File: src/rtl/custom_busmatrix_pkg.sv
// Shared AHB encodings for the bus-matrix input stages and output arbiters.
package custom_busmatrix_pkg;

    localparam logic [1:0] TRN_IDLE   = 2'b00;
    localparam logic [1:0] TRN_BUSY   = 2'b01;
    localparam logic [1:0] TRN_NONSEQ = 2'b10;
    localparam logic [1:0] TRN_SEQ    = 2'b11;

    localparam logic [2:0] BUR_SINGLE = 3'b000;
    localparam logic [2:0] BUR_INCR   = 3'b001;
    localparam logic [2:0] BUR_WRAP4  = 3'b010;
    localparam logic [2:0] BUR_INCR4  = 3'b011;
    localparam logic [2:0] BUR_WRAP8  = 3'b100;
    localparam logic [2:0] BUR_INCR8  = 3'b101;
    localparam logic [2:0] BUR_WRAP16 = 3'b110;
    localparam logic [2:0] BUR_INCR16 = 3'b111;

    localparam logic RESP_OKAY = 1'b0;
    localparam logic RESP_ERR  = 1'b1;

    // NONSEQ and SEQ both carry a real transfer
    function automatic logic trn_active(input logic [1:0] htrans);
        return htrans[1];
    endfunction

endpackage

File: src/rtl/custom_bm_addr_hold_reg.sv
// Load-enabled copy of one AHB address phase, plus the live/held output mux.
module custom_bm_addr_hold_reg
    import custom_busmatrix_pkg::*;
#(
    parameter int ADDR_W = 32
) (
    input  logic              clk,
    input  logic              rst_n,
    input  logic              load,
    input  logic              use_held,
    input  logic              sel_i,
    input  logic [ADDR_W-1:0] addr_i,
    input  logic [1:0]        trans_i,
    input  logic              write_i,
    input  logic [2:0]        size_i,
    input  logic [2:0]        burst_i,
    input  logic [3:0]        prot_i,
    input  logic              lock_i,
    output logic              sel_o,
    output logic [ADDR_W-1:0] addr_o,
    output logic [1:0]        trans_o,
    output logic              write_o,
    output logic [2:0]        size_o,
    output logic [2:0]        burst_o,
    output logic [3:0]        prot_o,
    output logic              lock_o
);

    logic              sel_q,   sel_d;
    logic [ADDR_W-1:0] addr_q,  addr_d;
    logic [1:0]        trans_q, trans_d;
    logic              write_q, write_d;
    logic [2:0]        size_q,  size_d;
    logic [2:0]        burst_q, burst_d;
    logic [3:0]        prot_q,  prot_d;
    logic              lock_q,  lock_d;

    always_comb begin
        sel_d   = sel_q;
        addr_d  = addr_q;
        trans_d = trans_q;
        write_d = write_q;
        size_d  = size_q;
        burst_d = burst_q;
        prot_d  = prot_q;
        lock_d  = lock_q;
        if (load) begin
            sel_d   = sel_i;
            addr_d  = addr_i;
            trans_d = trans_i;
            write_d = write_i;
            size_d  = size_i;
            burst_d = burst_i;
            prot_d  = prot_i;
            lock_d  = lock_i;
        end
    end

    always_ff @(posedge clk or negedge rst_n) begin
        if (!rst_n) begin
            sel_q   <= 1'b0;
            addr_q  <= '0;
            trans_q <= TRN_IDLE;
            write_q <= 1'b0;
            size_q  <= 3'b000;
            burst_q <= BUR_SINGLE;
            prot_q  <= 4'b0000;
            lock_q  <= 1'b0;
        end else begin
            sel_q   <= sel_d;
            addr_q  <= addr_d;
            trans_q <= trans_d;
            write_q <= write_d;
            size_q  <= size_d;
            burst_q <= burst_d;
            prot_q  <= prot_d;
            lock_q  <= lock_d;
        end
    end

    assign sel_o   = use_held ? sel_q   : sel_i;
    assign addr_o  = use_held ? addr_q  : addr_i;
    assign trans_o = use_held ? trans_q : trans_i;
    assign write_o = use_held ? write_q : write_i;
    assign size_o  = use_held ? size_q  : size_i;
    assign burst_o = use_held ? burst_q : burst_i;
    assign prot_o  = use_held ? prot_q  : prot_i;
    assign lock_o  = use_held ? lock_q  : lock_i;

endmodule

File: src/rtl/custom_bm_input_stage.sv
// Master-port front end of the bus matrix: holds address phases until an
// output arbiter accepts them and returns data-phase ready/response.
module custom_bm_input_stage
    import custom_busmatrix_pkg::*;
#(
    parameter int ADDR_W = 32
) (
    input  logic              HCLK,
    input  logic              HRESETn,
    input  logic              HSELS,
    input  logic [ADDR_W-1:0] HADDRS,
    input  logic [1:0]        HTRANSS,
    input  logic              HWRITES,
    input  logic [2:0]        HSIZES,
    input  logic [2:0]        HBURSTS,
    input  logic [3:0]        HPROTS,
    input  logic              HMASTLOCKS,
    input  logic              HREADYS,
    input  logic              active_trans,
    input  logic              readyout_m,
    input  logic              hresp_m,
    output logic              trans_pending,
    output logic              held_tran,
    output logic              HSELM,
    output logic [ADDR_W-1:0] HADDRM,
    output logic [1:0]        HTRANSM,
    output logic              HWRITEM,
    output logic [2:0]        HSIZEM,
    output logic [2:0]        HBURSTM,
    output logic [3:0]        HPROTM,
    output logic              HMASTLOCKM,
    output logic              HREADYOUTS,
    output logic              HRESPS
);

    logic load_reg;
    logic accept;
    logic reg_hold_q, reg_hold_d;
    logic data_phase_q, data_phase_d;

    assign load_reg      = HSELS & HREADYS & trn_active(HTRANSS);
    assign trans_pending = load_reg | reg_hold_q;
    assign accept        = trans_pending & active_trans & readyout_m;
    assign held_tran     = reg_hold_q;

    always_comb begin
        reg_hold_d = reg_hold_q;
        if (load_reg && !active_trans) begin
            reg_hold_d = 1'b1;
        end else if (active_trans && readyout_m) begin
            reg_hold_d = 1'b0;
        end
    end

    // a wait state on the owning output keeps the data phase open
    always_comb begin
        data_phase_d = data_phase_q;
        if (accept) begin
            data_phase_d = 1'b1;
        end else if (readyout_m) begin
            data_phase_d = 1'b0;
        end
    end

    always_ff @(posedge HCLK or negedge HRESETn) begin
        if (!HRESETn) begin
            reg_hold_q   <= 1'b0;
            data_phase_q <= 1'b0;
        end else begin
            reg_hold_q   <= reg_hold_d;
            data_phase_q <= data_phase_d;
        end
    end

    always_comb begin
        HREADYOUTS = 1'b1;
        HRESPS     = RESP_OKAY;
        if (reg_hold_q) begin
            HREADYOUTS = 1'b0;
        end else if (data_phase_q) begin
            HREADYOUTS = readyout_m;
        end
        if (data_phase_q) begin
            HRESPS = hresp_m;
        end
    end

    custom_bm_addr_hold_reg #(
        .ADDR_W (ADDR_W)
    ) u_hold (
        .clk      (HCLK),
        .rst_n    (HRESETn),
        .load     (load_reg & ~active_trans),
        .use_held (reg_hold_q),
        .sel_i    (HSELS),
        .addr_i   (HADDRS),
        .trans_i  (HTRANSS),
        .write_i  (HWRITES),
        .size_i   (HSIZES),
        .burst_i  (HBURSTS),
        .prot_i   (HPROTS),
        .lock_i   (HMASTLOCKS),
        .sel_o    (HSELM),
        .addr_o   (HADDRM),
        .trans_o  (HTRANSM),
        .write_o  (HWRITEM),
        .size_o   (HSIZEM),
        .burst_o  (HBURSTM),
        .prot_o   (HPROTM),
        .lock_o   (HMASTLOCKM)
    );

endmodule

File: config.mk
export PLATFORM = sky130hd
export DESIGN_NAME = custom_bm_input_stage
export DESIGN_NICKNAME = d
export VERILOG_FILES = /design/src/rtl/custom_busmatrix_pkg.sv /design/src/rtl/custom_bm_addr_hold_reg.sv /design/src/rtl/custom_bm_input_stage.sv
export SDC_FILE = /design/constraint.sdc
export NUM_CORES = 1
export LEC_CHECK = 0
export CAP_MARGIN = 30
export CORE_MARGIN = 3
export CORE_UTILIZATION = 39
export DETAILED_ROUTE_END_ITERATION = 8
export PLACE_DENSITY = 0.88
export RECOVER_POWER = 50
export SLEW_MARGIN = 10
export SYNTH_ARGS = -nofsm -noshare
export SYNTH_HDL_FRONTEND = slang
export SYNTH_SLANG_ARGS = --single-unit
File: constraint.sdc
create_clock -name HCLK -period 1.15 [get_ports HCLK]
set_input_delay 0.23 -clock HCLK [delete_from_list [all_inputs] [get_ports HCLK]]
set_output_delay 0.23 -clock HCLK [all_outputs]
set_load 0.05 [all_outputs]
# Yosys cells after proc, flatten, opt, wreduce, memory -nomap -nowiden
# Index checks and enable logic that the tools add are counted.
# totals
register_bits,49
input_bits,53
out_inout_bits,51
elab_cells,37
# op_classes
n_reduce_logical,5
muxes,15
bitwise_logic,7
# op_table
operator,n
$mux W32,1
$mux W1,10
$mux W3,2
$and A1 B1 Y1,5
$mux W4,1
$reduce_bool A2 Y1,2
$logic_and A1 B1 Y1,2
$mux W2,1
$logic_not A1 Y1,1
$not A1 Y1,1
$or A1 B1 Y1,1

# Depth between registers and ports, before layout
# Gate-level depths: netlist (run 1).
# depth
depth_word,6
mapped_depth,4
ltp_nobuf,2

# Hierarchy
# Synthesis (run 1) repeated with hierarchy kept, for this count alone.
# hier_totals
cells_unflattened,163
area_unflattened_um2,2665.1
# modules_own_cells
module,instances,cells_per_inst,area_each_um2,seq_area_each_um2
custom_bm_addr_hold_reg,1,151,2560.0,1176.1
custom_bm_input_stage,1,12,105.1,50.0

# Worst setup path before layout (run 1)
# OpenSTA, ideal clock, no wires.
# synth_timing
kind,reg2out
from,"register reg_hold_q, in the netlist held_tran"
to,output HREADYOUTS
path_slack_ns,-0.664
stages_incl_launch_ff,4
arrival_time_ns,1.584
required_ns,0.920
path_buffers,2
cell_sequence,dfrtp_1 > clkbuf_1 > buf_2 > nor2_1
# synth_via
elab_chain_cells,1
# synth_rtl
item,line_no,source
"start, declared",custom_bm_input_stage.sv:38,"logic reg_hold_q, reg_hold_d;"
"start signal, assigned",custom_bm_input_stage.sv:70,reg_hold_q <= reg_hold_d;
$mux W1,custom_bm_input_stage.sv:78,if (reg_hold_q) begin
"end, declared",custom_bm_input_stage.sv:32,"output logic HREADYOUTS,"
# Every way passes these cells.

# Worst setup path after layout (run 1)
# layout_timing
from,"register reg_hold_q, in the netlist held_tran"
to,output HADDRM[26]
# layout_via
elab_chain_cells,1
# layout_rtl
item,line_no,source
$mux W32,custom_bm_addr_hold_reg.sv:82,assign addr_o = use_held ? addr_q : addr_i;
"end, declared",custom_bm_input_stage.sv:25,"output logic [ADDR_W-1:0] HADDRM,"
# Every way passes these cells.

==> key figures, run 1 <==
STA
  • Final period utilization: 1.52
  • Rel. slew slack: 0.593
  • Hold WS: 0.392 ns
  • Clk_skew: 0.00260 ns
  • Setup TNS: -28.13 ns
  • Endpoints failing setup: 52
  • Worst-margin pin slew: 0.611 ns
  • RSZ-0062 raised after global routing: true
  • FMAX: 571 MHz
  • Final Max Slew Viols: 0
  • Final hold vios: 0
  • Final worst slack: -0.601 ns
  • Tmin final: 1.75 ns

Placement
  • Setup WS pre-CTS: -0.470 ns
  • Port buffer count: 103
  • Final GP Congestion: 0.730
  • Detail Placement HPWL: 4.66 mm

GRT
  • Antenna violations before repair: 1
  • Pin count of the biggest net entering global routing: 50
  • Global-route wire length before repair: 10.2 mm
  • Vias in the first global route: 1931
  • Total gr overflow: 0
  • Overall Global Routing Usage: 0.174

CTS
  • Clock buffer depth: 2
  • Htree depth: 2
  • CTS tree: built
  • Root buf cell: clkbuf_8
  • TritonCTS buffer count: 5
  • Sink Count: 49
  • Clk_lat worst skew: 0.29 ns
  • Worst-path clk slew: 0.09 ns

Final layout
  • Area grow syn2layout: 85.1%
  • # fillers: 359
  • Fin nets: 331
  • Final Core Density: 0.762
  • Layout cells sized above 1: 0.620

Routing
  • Vias/cell: 4.92
  • 1st-iter DRT viols: 31
  • Post-DR wirelength/cell: 17.4 um
  • DRT antenna net count: 0
  • Via Count: 1746
  • Detailed Route WL: 6.17 mm
  • Pre-antenna DRT Iters: 4
  • DRC: 0

Yosys
  • Mapped Area: 0.00248 mm^2
  • Area contributors post-synth: dfrtp_1 (49%), mux2_2 (34%), mux2_4 (10%), buf_2 (1.4%), buf_6 (1.4%)
  • Cell taking the most area after synthesis: dfrtp_1
  • Ys Warns: 0
  • Post-synthesis cell type count: 14
  • Gate Count Post-Synth: 162
  • Register area share after synthesis: 0.494
  • Flops & latches, synth: 49
  • Share of the synthesized area in the top cell type: 0.494
  • Syn avg cell area: 15.3 um^2
  • Syn nets: 215

Job
  • Max-cap viol count: 0

Worst setup path
  • Worst Setup End Kind: primary output
  • Crit start category: flip-flop
  • Critical path arrival: 1.52 ns
  • Setup CP Type: flip-flop to primary output
  • Required time of the worst setup path: 0.92 ns
  • Crit path max fanout: 23

Floorplanning
  • Core area: 0.00603 mm^2
  • Row count: 28
  • Chip height: 85.7 um
  • Top Ports: 104
  • DIE WIDTH: 85.7 um
  • Starting Density: 0.412
  • Die area: 0.00735 mm^2

Power
  • Peak supply drop: 1.06 mV
  • Pleak: 2.13 nW
  • PD cells: 1420 mW/mm^2

Status
  • Failing checks: negative setup slack
  • Status: complete, but fails checks

Min path
  • Class of the worst hold path: input port to flip-flop
## final timing paths
| check | from | to | slack, ns | cells past startpoint |
|---|---|---|---|---|
| hold / removal | active_trans | held_tran$_DFFE_PN0P_ | 0.39 | 3 |
| min in group asynchronous | HRESETn | u_hold.burst_q[0]$_DFFE_PN0P_ | 0.57 | 3 |
| hold reg to reg | u_hold.trans_q[1]$_DFFE_PN0P_ | u_hold.trans_q[1]$_DFFE_PN0P_ | 0.50 | 1 |
| setup / recovery | held_tran$_DFFE_PN0P_ | HADDRM[26] | -0.60 | 3 |
| max in group asynchronous | HRESETn | held_tran$_DFFE_PN0P_ | 0.12 | 3 |
| setup reg to reg | held_tran$_DFFE_PN0P_ | data_phase_q$_DFFE_PN0P_ | -0.13 | 3 |
## report_power, final
group | internal, mW | total [mW] | switching, mW | leakage, nW
clock | 0.709 | 1.25 | 0.543 | 0.0585
combinational | 1.68 | 2.98 | 1.30 | 1.48
sequential | 2.08 | 2.29 | 0.211 | 0.583
## stage by stage
stage | cells | power [mW] | cell area [um^2]
finish | 355 | 6.53 | 4590
global route | 355 | 6.82 | 4590
CTS | 354 | 6.58 | 4590
detailed placement | 342 | 5.31 | 4410
global placement | 342 | 5.23 | 4410
floorplan | 162 | 4.01 | 2720
## critical path, stage by stage (launching register included)
cell	delay (ns)
dfrtp_4	0.53
buf_12	0.19
mux2_4	0.33
buf_12	0.15
## sequential cells by signal (all words and copies together) (netlist names)
| name | flops |
|---|---|
| u_hold.addr_q | 32 |
| u_hold.lock_q | 1 |
| data_phase_q | 1 |
| u_hold.burst_q | 3 |
| u_hold.size_q | 3 |
| u_hold.sel_q | 1 |
| u_hold.write_q | 1 |
| u_hold.trans_q | 2 |
| held_tran | 1 |
| u_hold.prot_q | 4 |
## cell usage in the layout (no fill, tap or decap), types with 2 or more instances in the layout
cell type / instances
mux2_4: 64
buf_12: 57
dfrtp_1: 48
clkdlybuf4s50_1: 47
mux2_2: 28
buf_4: 9
clkbuf_8: 6
dlygate4sd2_1: 4
a31o_4: 2
nand2b_1: 2
## metal layers
layer	track usage	wire length, um
met5	0	0
met4	0.0475	108
met3	0.0557	446
met2	0.296	3200
met1	0.212	2410
## cell families after synthesis
family          count (synthesis)  synth area share
compound gates                  3            0.0101
buf+inv                        12            0.0308
flops                          49             0.494
mux                            92             0.443
simple gates                    6            0.0212
## synthesized netlist by cell type, drive strengths merged
library cell / n
buf: 10
and2: 1
a22oi: 1
clkbuf: 1
dfrtp: 49
nand4b: 1
nand2b: 2
inv: 1
mux2: 92
nor2: 1
nor2b: 1
a31o: 2
## timing repair
| item | in CTS | in global routing |
|---|---|---|
| gates resized for setup | 5 | 1 |
| hold buffers | 1 | 0 |
| cloned | 1 | 0 |
| endpoints found under the hold margin | 49 | 0 |
| pin swaps | 2 | 0 |
| buffers inserted | 2 | 0 |
| endpoints found under the setup margin | 97 | 52 |
## final cells by class
class | instances | area [um^2] | share of cell area
timing repair buffer | 120 | 1760 | 0.384
antenna | 1 | 2.50 | 0.000545
clock inverter | 1 | 30.0 | 0.00654
multi-input combinational | 101 | 1380 | 0.301
clock buffer | 7 | 86.3 | 0.0188
tap | 75 | 93.8 | 0.0204
sequential | 49 | 1230 | 0.268
inverter | 1 | 3.75 | 0.000818
(Power assumes the default switching activity.)
==> run 2, diff against run 1 <==
- CELL_PAD_IN_SITES_DETAIL_PLACEMENT: unset -> 0
- CELL_PAD_IN_SITES_GLOBAL_PLACEMENT: unset -> 1
- CORE_UTILIZATION: 39 -> 30
- PLACE_DENSITY: 0.88 -> 0.87
==> run 2 against run 1 <==
The run still ends with negative setup slack left. Cell count grew 9.9%. Sequential power about the same. Clock power down 22%. Worst setup slack better by 0.015 ns. Worst hold slack lost 0.12 ns. Combinational power is essentially flat. Final area up 0.93%. Count of clock-buffer cells in the layout is 2 lower. First-iteration DRC count shrank 48%. Critical path depth did not move. Clock skew is 0.00062 ns lower. Critical endpoint is now HPROTM[2]. Largest cell class unchanged.
==> key figures, run 2 (same netlist as run 1, synthesis figures left out) <==
Routing
  • Post-DR wirelength/cell: 15.1 um
  • Detailed Route WL: 5.87 mm
  • Pre-antenna DRT Iters: 3
  • Via Count: 1790
  • 1st-iter DRT viols: 16
  • DRC: 0
  • DRT antenna net count: 0
  • Vias/cell: 4.59

STA
  • Final hold vios: 0
  • Setup TNS: -28.18 ns
  • Endpoints failing setup: 53
  • RSZ-0062 raised after global routing: true
  • Final worst slack: -0.587 ns
  • Tmin final: 1.74 ns
  • Worst-margin pin slew: 0.634 ns
  • Rel. slew slack: 0.577
  • FMAX: 576 MHz
  • Hold WS: 0.268 ns
  • Clk_skew: 0.00198 ns
  • Final period utilization: 1.51
  • Final Max Slew Viols: 0

Final layout
  • Fin nets: 340
  • Ant diodes: 0
  • Non-Filler Instances: 390
  • Most frequent cells in the layout: mux2_4 (65), buf_12 (55), dfrtp_1 (48)
  • Layout cells sized above 1: 0.642
  • Max FFs per register: 32
  • Area grow syn2layout: 86.8%
  • Largest Register: u_hold.addr_q
  • Final Cell Area: 0.00463 mm^2
  • Leading cell type in the layout, fill and taps excluded: mux2_4
  • Top Registers: u_hold.addr_q x32, u_hold.prot_q x4

Power
  • Pleak: 2.15 nW
  • Overall power: 6.23 mW
  • Peak supply drop: 0.797 mV
  • PD cells: 1340 mW/mm^2

Worst setup path
  • Setup CP Type: flip-flop to primary output
  • Crit path max-delay family: flip-flops
  • Crit path max fanout: 26
  • CP max stage delay: 0.52 ns
  • Critical path arrival: 1.51 ns
  • R2r worst-path depth: 3
  • Slowest-stage cell, CP: dfrtp_4
  • Most used cell, CP: buf_12
  • CP bufs+invs: 2
  • Crit-path cells: buf_12 -> mux2_4 -> buf_12
  • Crit. path cell count: 3
  • Worst Setup End Kind: primary output
  • Crit start category: flip-flop
  • Required time of the worst setup path: 0.92 ns

Floorplanning
  • Die area: 0.00939 mm^2
  • Row count: 32
  • DIE WIDTH: 96.9 um
  • Starting Density: 0.314
  • Chip height: 96.9 um
  • Core area: 0.00789 mm^2
  • Top Ports: 104

Placement
  • Detail Placement HPWL: 4.29 mm
  • Port buffer count: 103
  • Placed Cells: 376
  • Dpl cell area: 0.00448 mm^2
  • Final GP Congestion: 0.699

CTS
  • Clock buffer depth: 2
  • Clk_lat worst skew: 0.29 ns
  • CTS tree: built
  • TritonCTS buffer count: 5
  • Htree depth: 2
  • Root buf cell: clkbuf_8
  • Sink Count: 49
  • Worst-path clk slew: 0.09 ns

GRT
  • Antenna violations before repair: 0
  • Overall Global Routing Usage: 0.127
  • Total gr overflow: 0
  • Vias in the first global route: 1970
  • Global-route wire length before repair: 9.69 mm
  • Pin count of the biggest net entering global routing: 50

Min path
  • Class of the worst hold path: input port to flip-flop
  • Hold path cells: 3

Job
  • Max-cap viol count: 0

Status
  • Status: complete, but fails checks
  • Failing checks: negative setup slack
## run 2: final timing paths
| kind | start | end | slack (ns) |
|---|---|---|---|
| hold / removal | active_trans | held_tran$_DFFE_PN0P_ | 0.27 |
| max in group asynchronous | HRESETn | held_tran$_DFFE_PN0P_ | 0.08 |
| setup reg to reg | held_tran$_DFFE_PN0P_ | data_phase_q$_DFFE_PN0P_ | -0.16 |
| setup / recovery | held_tran$_DFFE_PN0P_ | HPROTM[2] | -0.59 |
| hold reg to reg | u_hold.trans_q[1]$_DFFE_PN0P_ | u_hold.trans_q[1]$_DFFE_PN0P_ | 0.48 |
| min in group asynchronous | HRESETn | u_hold.prot_q[1]$_DFFE_PN0P_ | 0.58 |
## run 2: repair_timing
item / in CTS / in global routing
endpoints found under the hold margin: 49 / 0
setup endpoints to repair: 98 / 53
hold buffers: 1 / 0
cloned: 2 / 0
pin swaps: 2 / 0
gates resized for setup: 11 / 5
buffers inserted: 3 / 0
## run 2: metrics by stage
| step | worst slack, ns | util |
|---|---|---|
| final | -0.587 | 0.587 |
| after global routing | -0.632 | 0.587 |
| after CTS | -0.602 | 0.593 |
| after detailed placement | -0.442 | 0.568 |
| after global placement | -0.408 | 0.568 |
| after floorplan | -0.344 | - |
## run 2: layer usage
layer | share of wire | track usage | routed length (um)
met1 | 0.38 | 0.145 | 2240
met2 | 0.55 | 0.230 | 3220
met3 | 0.063 | 0.0397 | 369
met4 | 0.0072 | 0.0302 | 42
met5 | 0 | 0 | 0
## run 2: final cells by class
cell class | count | area [um^2]
Clock buffer | 5 | 68.8
Timing Repair Buffer | 129 | 1810
Multi-Input combinational cell | 101 | 1370
Fill cell | 632 | 3260
Sequential cell | 49 | 1230
Clock inverter | 3 | 17.5
Inverter | 1 | 3.75
Tap cell | 102 | 128
## run 2: power breakdown
group	internal, mW	total (mW)	switching [mW]
clock	0.421	0.973	0.552
combinational	1.69	2.99	1.29
sequential	2.08	2.27	0.188
total	4.19	6.23	2.03
## run 2: tightest hold or removal path, cell delays in order
cell and delay [ns]:
clkbuf_2 0.09, buf_4 0.11, a22oi_1 0.09
==> run 3, diff against run 2 <==
- CTS_CLUSTER_DIAMETER: unset -> 60
==> results of run 3 <==
No change in the layout: final DEF, timing and power equal those of run 2.
==> RTL edit 1, RTL diff (flow settings as in run 1) <==
`ADDR_W` is set to 32 in 2 places; all go to 48.
--- a/src/rtl/custom_bm_addr_hold_reg.sv
+++ b/src/rtl/custom_bm_addr_hold_reg.sv
@@ -2,7 +2,7 @@
 module custom_bm_addr_hold_reg
     import custom_busmatrix_pkg::*;
 #(
-    parameter int ADDR_W = 32
+    parameter int ADDR_W = 48
 ) (
     input  logic              clk,
     input  logic              rst_n,
--- a/src/rtl/custom_bm_input_stage.sv
+++ b/src/rtl/custom_bm_input_stage.sv
@@ -3,7 +3,7 @@
 module custom_bm_input_stage
     import custom_busmatrix_pkg::*;
 #(
-    parameter int ADDR_W = 32
+    parameter int ADDR_W = 48
 ) (
     input  logic              HCLK,
     input  logic              HRESETn,
Ports: changed (resized HADDRM and HADDRS); port bits go from 104 to 136. No check against the original RTL was run, so the function may have changed too.
==> RTL edit 1 against run 1 <==
  * The flow still finishes with violations (negative setup slack)
  * Cell area up 26%
  * Register-to-register slack worse by 0.02 ns
  * Combinational power up 18%
  * Synthesized cell count up 31%
  * Clock power up 52%
  * Power up 30%
  * Area after synthesis up 40%
  * Setup slack worse by 0.043 ns
  * Sequential cell count up 16
  * Count of clock-buffer cells in the layout up 4
  * Wire length up 42%
  * First-iteration DRC count up 61%
  * Largest power group unchanged
  * Highest routed layer unchanged
==> RTL edit 1: results (changes against run 1) <==
Multi-input gate area 1880 um^2 (+36%); CTS resizes 72 (+67); DP HPWL 5710 um (+23%); Synth Net Count 282 (+31%); Worst-Skew Late Latency 0.32 ns (+0.03 ns); 1st-iter DRT viols 50 (+61%); CORE AREA 8420 um^2 (+40%); Synth Register Bits 65 (+33%); clkbuf count 11 (+4); failing checks negative setup slack; NonClk Buf Share 0.337 (-0.0465); final wirelength 8730 um (+42%); met3 wire len 602 um (+35%); setup violators final 68 (+31%); Antenna Cells 0 (-1); WL met2 4350 um (+36%); antenna violations before repair 0 (-1); Critical Path End HTRANSM[0]; leakage power 0.00286 uW (+35%); Area after DPL 5220 um^2 (+18%); largest net degree at the start of global routing 66 (+32%); clk_skew 0.00170 ns (-0.000898 ns); H-tree Lvls 3 (+1); via/cell ratio 4.84 (-1.6%); Clock Pin Slew Worst Setup and Hold Paths 0.06 ns (-0.03 ns); clk tree area frac 0.0339 (+0.00851); Setup WS post-layout -0.645 ns (-0.0433 ns); status finished, violations left; multi-input combinational gate total 133 (+32%); synth top area cells dfrtp_1, mux2_4, mux2_2; Worst-Margin Slew 0.579 ns (-0.0325 ns)
-- RTL edit 1: through the flow --
step	TNS [ns]	total power (uW)	instances	hold slack, ns
final	-39.92	8500	505	0.224
after global routing	-44.08	8890	505	0.239
after CTS	-41.43	8560	503	0.306
after detailed placement	-56.16	6390	480	0.271
after global placement	-53.77	6310	480	0.272
after floorplan	-20.48	5470	213	-0.0656
-- RTL edit 1: cell families after synthesis --
family,share of synthesized area
buf+inv,0.0477
mux,0.465
simple gates,0.0108
compound gates,0.00722
flops,0.469
-- RTL edit 1: critical path, delay by kind of cell, from the launching register on --
family | cells | cell delay (ns)
buffers and inverters | 2 | 0.37
flip-flops | 1 | 0.48
multiplexers | 1 | 0.37
-- RTL edit 1: where the power goes --
part / leakage (uW) / switching (uW) / internal, uW / total [uW]
registers: 0.000775 / 305 / 2770 / 3080
clock network: 0.0000953 / 844 / 1050 / 1900
logic: 0.00199 / 1630 / 1890 / 3520
==> RTL edit 2, RTL diff (flow settings as in run 1) <==
Without the edit above. `addr_q` no longer has a reset.
--- a/src/rtl/custom_bm_addr_hold_reg.sv
+++ b/src/rtl/custom_bm_addr_hold_reg.sv
@@ -59,7 +59,6 @@
     always_ff @(posedge clk or negedge rst_n) begin
         if (!rst_n) begin
             sel_q   <= 1'b0;
-            addr_q  <= '0;
             trans_q <= TRN_IDLE;
             write_q <= 1'b0;
             size_q  <= 3'b000;
@@ -68,7 +67,6 @@
             lock_q  <= 1'b0;
         end else begin
             sel_q   <= sel_d;
-            addr_q  <= addr_d;
             trans_q <= trans_d;
             write_q <= write_d;
             size_q  <= size_d;
@@ -76,6 +74,10 @@
             prot_q  <= prot_d;
             lock_q  <= lock_d;
         end
+    end
+
+    always_ff @(posedge clk) begin
+        addr_q <= addr_d;
     end
 
     assign sel_o   = use_held ? sel_q   : sel_i;
Check against the original RTL: same outputs for any inputs over 10 cycles, from zero or initial values and one cycle with HRESETn low; that may be too few to reach the edited logic, so the function may still have changed.
==> RTL edit 2 against run 1 <==
  * The run still ends with negative setup slack left
  * Wire length shrank 7.4%
  * Utilization grew 6.6 points
  * Power is 12% lower
  * Sequential power decreased by 8%
  * Cell area fell by 4.4%
  * Setup slack better by 0.077 ns
  * Area after synthesis down 11%
  * Cell count decreased by 6.5%
  * Maximum frequency up 4.6%
  * Non-clock buffer count up 14
  * Register-to-register slack better by 0.06 ns
  * Critical endpoint is now HADDRM[6]
  * First-iteration DRC count increased by 68%
  * Sequential cell count unchanged
==> RTL edit 2: results (changes against run 1) <==
status finished, violations left; failing checks negative setup slack; first-pass GRT wire length 8980 um (-12%); DR WL/cell 17.2 um (-0.98%); Tot GR Track Use 0.179 (+0.00505); clkbuf count 6 (-1); met2 Resource Use GR 0.305 (+0.00947); Final Net Count 314 (-5.1%); register area 1390 um^2 (+13%); Async S/R FF share, synth 0.347 (-0.653); layout cell share with drive strength beyond 1 0.592 (-0.0285); worst slack at placement -0.423 ns (+0.0468 ns); top_reg_cell synth edfxtp_1; filler cell count 274 (-24%); NonClk Buf Share 0.413 (+0.0292); HP Class in2async; Mapped Cells 127 (-22%); DP HPWL 4460 um (-4.2%); VDD IR max 0.000857 V (-19%); Inverters 2 (+1); Critical Path AT 1.44 ns (-0.08 ns); Setup TNS -24.81 ns (+3.31 ns); commonest cells in the netlist mux2_2, edfxtp_1, dfrtp_1; Finished Layout Cells 332 (-6.5%); post-synth cell types 15 (+1); Slew headroom 0.720 (+0.127); fraction of area in multi-input gates 0.224 (-0.0769); bufs w/o clock 134 (+12%); EDFF count, synth 32 (+32); met3 wire len 499 um (+12%); largest net degree at the start of global routing 25 (-50%); M1 WL 2360 um (-2.3%); WL met2 2840 um (-11%); Critical Path End HADDRM[6]; multi-input combinational gate total 69 (-32%); seq_cells 49 (unchanged); DR vias 1,565 (-10%); crit path max fanout 24 (+4.3%); clk_skew 0.000336 ns (-0.00226 ns); Synth Net Count 180 (-16%); sequential share of the synthesized area 0.626 (+0.131); antenna violations before repair 0 (-1); cell area power density 1310 nW/um^2 (-7.9%); Setup WS post-layout -0.524 ns (+0.0774 ns); leakage power 0.00188 uW (-12%); setup violators final 52 (unchanged); gpl congestion 0.726 (-0.55%)
-- RTL edit 2: kinds of logic (layout without fill, tap and decap cells) --
family / count (synthesis) / after routing / synth area share
DFF: 49 / 49 / 0.626
AOI/OAI and AO/OA: 3 / 3 / 0.0113
muxes: 60 / 60 / 0.315
buffers and inverters: 9 / 144 / 0.0243
and+or+nand+nor: 6 / 6 / 0.0237
-- RTL edit 2: power breakdown --
part	switching, uW	internal, uW	leakage [uW]
combinational	1130	1320	0.00133
clock	551	643	0.0000528
sequential	82.4	2030	0.000490
total	1760	3990	0.00188
-- RTL edit 2: what timing repair did --
item,4_1_cts,5_1_grt
setup endpoints to repair,97,52
cloned,1,0
pin swaps,0,1
buffers inserted,1,0
hold buffers,0,0
gates resized for setup,8,2
endpoints found under the hold margin,0,0
-- RTL edit 2: worst max-delay path: cells and delay by family, from the launching register on --
kind | cells | cell delay (ns)
mux | 1 | 0.34
flops | 1 | 0.43
buf+inv | 2 | 0.38
